[src/rtl/serial_div.sv]
// Sequential signed restoring divider: 16-bit dividend / 8-bit divisor, one quotient bit per clock.
// Start/valid handshake; results and status flags hold until the next operation completes.
module serial_div (
   input  logic        CLK,
   input  logic        RST,
   input  logic        Start,
   input  logic [15:0] in_n,
   input  logic [7:0]  in_d,
   output logic [15:0] Quotient,
   output logic [7:0]  Remainder,
   output logic        Busy,
   output logic        Quotient_Valid,
   output logic        Div_Zero,
   output logic        Overflow
);

   typedef enum logic [1:0] {StIdle, StCalc, StFix} state_e;

   state_e state_q, state_d;

   logic        load_en, iter_en, fix_en;

   // dvd_q holds the dividend magnitude; quotient bits shift in at the LSB as it empties.
   logic [15:0] dvd_q, dvd_d;
   logic [7:0]  dmag_q, dmag_d;
   logic [8:0]  prem_q, prem_d;
   logic [4:0]  cnt_q, cnt_d;
   logic        qs_q, qs_d;
   logic        rs_q, rs_d;
   logic        dz_q, dz_d;
   logic        ov_q, ov_d;

   logic [15:0] quot_q, quot_d;
   logic [7:0]  rem_q, rem_d;
   logic        valid_q, valid_d;
   logic        dz_out_q, dz_out_d;
   logic        ov_out_q, ov_out_d;

   logic [15:0] n_mag;
   logic [7:0]  d_mag;
   logic [9:0]  prem_shift;
   logic [8:0]  prem_diff;
   logic        prem_ge;

   // State register
   always_ff @(posedge CLK or posedge RST) begin
      if (RST) begin
         state_q <= StIdle;
      end else begin
         state_q <= state_d;
      end
   end

   // Next-state logic
   always_comb begin
      state_d = state_q;
      unique case (state_q)
         StIdle: if (Start) state_d = StCalc;
         StCalc: if (cnt_q == 5'd15) state_d = StFix;
         StFix:  state_d = StIdle;
         default: state_d = StIdle;
      endcase
   end

   // FSM outputs
   always_comb begin
      load_en = (state_q == StIdle) && Start;
      iter_en = (state_q == StCalc);
      fix_en  = (state_q == StFix);
      Busy    = (state_q != StIdle);
   end

   always_comb begin
      n_mag      = in_n[15] ? -in_n : in_n;
      d_mag      = in_d[7] ? -in_d : in_d;
      prem_shift = {prem_q, dvd_q[15]};
      prem_ge    = prem_shift >= {2'b00, dmag_q};
      prem_diff  = prem_shift[8:0] - {1'b0, dmag_q};
   end

   always_comb begin
      dvd_d    = dvd_q;
      dmag_d   = dmag_q;
      prem_d   = prem_q;
      cnt_d    = cnt_q;
      qs_d     = qs_q;
      rs_d     = rs_q;
      dz_d     = dz_q;
      ov_d     = ov_q;
      quot_d   = quot_q;
      rem_d    = rem_q;
      valid_d  = 1'b0;
      dz_out_d = dz_out_q;
      ov_out_d = ov_out_q;

      if (load_en) begin
         dvd_d  = n_mag;
         dmag_d = d_mag;
         prem_d = 9'd0;
         cnt_d  = 5'd0;
         qs_d   = in_n[15] ^ in_d[7];
         rs_d   = in_n[15];
         dz_d   = (in_d == 8'h00);
         ov_d   = (in_n == 16'h8000) && (in_d == 8'hFF);
      end

      if (iter_en) begin
         prem_d = prem_ge ? prem_diff : prem_shift[8:0];
         dvd_d  = {dvd_q[14:0], prem_ge};
         cnt_d  = cnt_q + 5'd1;
      end

      if (fix_en) begin
         valid_d  = 1'b1;
         dz_out_d = dz_q;
         ov_out_d = ov_q && !dz_q;
         if (dz_q) begin
            quot_d = rs_q ? 16'h8000 : 16'h7FFF;
            rem_d  = 8'h00;
         end else if (ov_q) begin
            quot_d = 16'h8000;
            rem_d  = 8'h00;
         end else begin
            quot_d = qs_q ? -dvd_q : dvd_q;
            rem_d  = rs_q ? -prem_q[7:0] : prem_q[7:0];
         end
      end
   end

   always_ff @(posedge CLK or posedge RST) begin
      if (RST) begin
         dvd_q    <= 16'd0;
         dmag_q   <= 8'd0;
         prem_q   <= 9'd0;
         cnt_q    <= 5'd0;
         qs_q     <= 1'b0;
         rs_q     <= 1'b0;
         dz_q     <= 1'b0;
         ov_q     <= 1'b0;
         quot_q   <= 16'd0;
         rem_q    <= 8'd0;
         valid_q  <= 1'b0;
         dz_out_q <= 1'b0;
         ov_out_q <= 1'b0;
      end else begin
         dvd_q    <= dvd_d;
         dmag_q   <= dmag_d;
         prem_q   <= prem_d;
         cnt_q    <= cnt_d;
         qs_q     <= qs_d;
         rs_q     <= rs_d;
         dz_q     <= dz_d;
         ov_q     <= ov_d;
         quot_q   <= quot_d;
         rem_q    <= rem_d;
         valid_q  <= valid_d;
         dz_out_q <= dz_out_d;
         ov_out_q <= ov_out_d;
      end
   end

   assign Quotient       = quot_q;
   assign Remainder      = rem_q;
   assign Quotient_Valid = valid_q;
   assign Div_Zero       = dz_out_q;
   assign Overflow       = ov_out_q;

endmodule

[config.mk]
export PLATFORM = sky130hd
export DESIGN_NAME = serial_div
export DESIGN_NICKNAME = d
export VERILOG_FILES = /design/src/rtl/serial_div.sv
export SDC_FILE = /design/constraint.sdc
export NUM_CORES = 1
export LEC_CHECK = 0
export CORE_AREA = 2 2 70 138
export CTS_CLUSTER_SIZE = 30
export DETAILED_ROUTE_END_ITERATION = 10
export DIE_AREA = 0 0 72 140
export DONT_BUFFER_PORTS = 1
export PLACE_DENSITY = 0.7
export SYNTH_ARGS = -nofsm -noshare
export SYNTH_HDL_FRONTEND = slang
export SYNTH_SLANG_ARGS = --single-unit
[constraint.sdc]
create_clock -name CLK -period 5.47 [get_ports CLK]
set_input_delay 1.094 -clock CLK [delete_from_list [all_inputs] [get_ports CLK]]
set_output_delay 1.094 -clock CLK [all_outputs]
set_load 0.01 [all_outputs]
==> key figures <==
Timing
  • Unrepaired setup endpoints after global routing: false
  • Setup_tns: 0 ns
  • Worst-margin pin slew: 1.08 ns
  • Fmax: 332 MHz
  • Setup violations, final: 0
  • Period minus WS final: between 3 and 4 ns
  • Pins over their slew limit: 0
  • Final Hold Viols: 0
  • Max-Slew Margin vs Limit: 0.280
  • Layout Skew: 0.00984 ns
  • Crit share post-route: 0.551

Routing
  • Residual DRC: 0
  • Vias: 3486
  • Vias per cell: 6.01
  • Antenna-violating nets left: 0
  • WL final: between 9 and 10 mm
  • Initial DRC count: 209
  • Drt pass-1 iters: 4
  • WL per Instance: 17.0 um

Global routing
  • Vias in the first global route: roughly 3500
  • Global router's overall resource usage: 0.209
  • Pin count of the biggest net entering global routing: 72
  • Initial antenna violation count: 0
  • First-pass GRT wire length: roughly 17 mm
  • Total grt overflow: 0

CTS
  • Setup repair bufs after CTS: 0
  • Clock transition at the registers of the reported paths: about 0.060 ns
  • Buffer depth of the longest clock path: 2
  • Cts bufs inserted: 9
  • Sink Count: between 70 and 80
  • CTS resizes: 0
  • Cts hold-fix bufs: 0
  • CTS HTree Levels: 3
  • CTS tree: done
  • Clk root buf: clkbuf_16
  • Worst skew pair latency: between 0.3 and 0.4 ns

Synth
  • Ys flop type: dfrtp_1
  • #FFs+latches synth: 71
  • Post-synth EDFFs: 0
  • Synth Cell Area: 0.00429 sq mm
  • Ys async rst share: 1.00
  • Syn nets: about 530
  • Number of distinct library cells after synthesis: between 50 and 60
  • Syn. warnings: 0
  • Post-synthesis sequential area ratio: 0.414
  • Synth area leaders: dfrtp_1 41%, nand2_1 5.6%, xor2_1 4.7%
  • Synth top area share: 0.414
  • Syn Inst Count: 484
  • Area leader, netlist: dfrtp_1
  • Avg Inst Size Synth: about 8.9 sq um

Worst setup path
  • Critical path arrival: 3.23 ns
  • FF-to-FF End: dvd_q[0]
  • Critical Path Source: dvd_q[15]
  • Worst endpoint required time: 5.69 ns
  • Setup CP Type: reg -> reg
  • Critical Path End Type: register
  • Crit-path max FO: 14
  • R2r setup slk: ~2.5 ns
  • Worst R2R Path Depth: 9
  • Crit path launch type: register
  • Critical R2R Launch: dvd_q[15]

Layout
  • Diodes inserted: 0
  • Layout cell share with drive strength beyond 1: 0.0649
  • Final core occ: 0.512
  • Most common cell after layout, fill and taps aside: dfrtp_1
  • P&R area growth vs syn: 7.49%
  • Commonest cells after routing, fill and taps aside: 71 x dfrtp_1, 64 x nand2_1, 39 x nor2_1, 39 x o21ai_0, 27 x a21oi_1
  • Final net count: roughly 520

Hold path
  • Hold path cells: 2
  • Min-delay src: dmag_q[3]
  • Min-delay worst type: reg -> reg
  • Hold endpoint: dmag_q[3]

Floorplan
  • Starting density of the core: 0.476
  • Num rows: a little under 50
  • Die width: 72 um
  • Core area: 0.00901 sq mm
  • Die footprint: about 0.01 sq mm
  • Top Ports: 55
  • Die Height: approximately 140 um

Place
  • PortBufs: 0
  • Detail Placement HPWL: roughly 7.4 mm
  • GPL Wtd Cong: 0.888

Run
  • Max-cap violations: 0

Power and ir drop
  • Power per Cell Area: roughly 620 mW/mm^2
  • VDD IR max: between 0.0003 and 0.0004 V
  • Leak: ~2.0 nW

Run status
  • Status: finished, final reports clean
## cell type report
cell class | count | area (sq um)
Fill cell | 878 | 4400
Multi-Input combinational cell | 363 | 2320
Sequential cell | 71 | 1780
Clock buffer | 11 | 243
Tap cell | 102 | 128
Inverter | 25 | 93.8
Clock inverter | 5 | 33.8
Timing Repair Buffer | 3 | 22.5
## worst max path at each step
stage | to | slack, ns | cells after the start
3_5_place_dp | prem_q[5] | 2.50 | 9
4_1_cts | dvd_q[0] | 2.46 | 9
6_report | dvd_q[0] | 2.46 | 9
2_1_floorplan | Div_Zero | 2.58 | 1
3_3_place_gp | prem_q[5] | 2.57 | 9
5_1_grt | prem_q[5] | 2.26 | 9
## per-layer routing
| layer | track usage | share of wire |
|---|---|---|
| met1 | 0.222 | 0.38 |
| met2 | 0.364 | 0.54 |
| met3 | 0.0554 | 0.043 |
| met4 | 0.115 | 0.043 |
| met5 | 0 | 0 |
## critical path, stage by stage, from the launching register on
cell       delay (ns)
dfrtp_1          0.40
inv_1            0.10
ha_1             0.17
inv_1            0.05
fa_1             0.41
a211oi_2         0.27
o21ai_1          0.14
a2111oi_4        0.89
nor2_1           0.15
a221o_1          0.30
## where the power goes
group | switching (mW) | leakage, nW | internal [mW]
clock network | 0.224 | 0.132 | 0.318
registers | 0.267 | 0.842 | 0.731
logic | 0.739 | 1.04 | 0.593
total | 1.23 | 2.01 | 1.64
## sequential cells by signal, summed over array words and instances, names as in the netlist
register / flops
Quotient: 16
dvd_q: 16
prem_q: 9
Remainder: 8
dmag_q: 8
cnt_q: 5
state_q: 2
Div_Zero: 1
Overflow: 1
Quotient_Valid: 1
dz_q: 1
ov_q: 1
qs_q: 1
rs_q: 1
## cell usage after synthesis (2+ instances only)
library cell	instances
dfrtp_1	71
nand2_1	64
nor2_1	39
o21ai_0	39
a21oi_1	27
inv_1	24
xor2_1	23
clkbuf_1	20
nand3_1	18
xnor2_1	17
ha_1	15
o31ai_1	13
mux2i_1	10
and3_1	7
or3_1	7
a22oi_1	6
nand4_1	6
nor2b_1	6
nor3_1	6
nand2b_1	5
o21ai_1	5
o41ai_2	5
buf_1	3
o21a_1	3
o41ai_1	3
or4_1	3
a21boi_0	2
a221o_1	2
a221oi_1	2
a311o_1	2
a32oi_1	2
and2_1	2
nor3b_1	2
nor4_1	2
o22ai_1	2
or2_2	2
## per-stage QoR
stage / setup WS (ns) / instances / hold slack (ns) / power, mW / area [sq um]
4_1_cts: 2.46 / 580 / 0.488 / 2.89 / 4610
2_1_floorplan: 2.58 / 484 / 0.449 / 2.05 / 4290
3_5_place_dp: 2.50 / 564 / 0.474 / 2.34 / 4340
5_1_grt: 2.26 / 580 / 0.522 / 3.11 / 4610
3_3_place_gp: 2.57 / 564 / 0.461 / 2.29 / 4340
6_report: 2.46 / 580 / 0.480 / 2.87 / 4610
## logic make-up after synthesis
logic type | count (synthesis) | synth area share
simple gates | 174 | 0.190
buf+inv | 50 | 0.0464
mux | 10 | 0.0233
fa+ha+maj | 16 | 0.0484
flops | 71 | 0.414
xor+xnor | 40 | 0.0816
compound gates | 123 | 0.196
No activity file was read; power rests on OpenSTA's default activity.
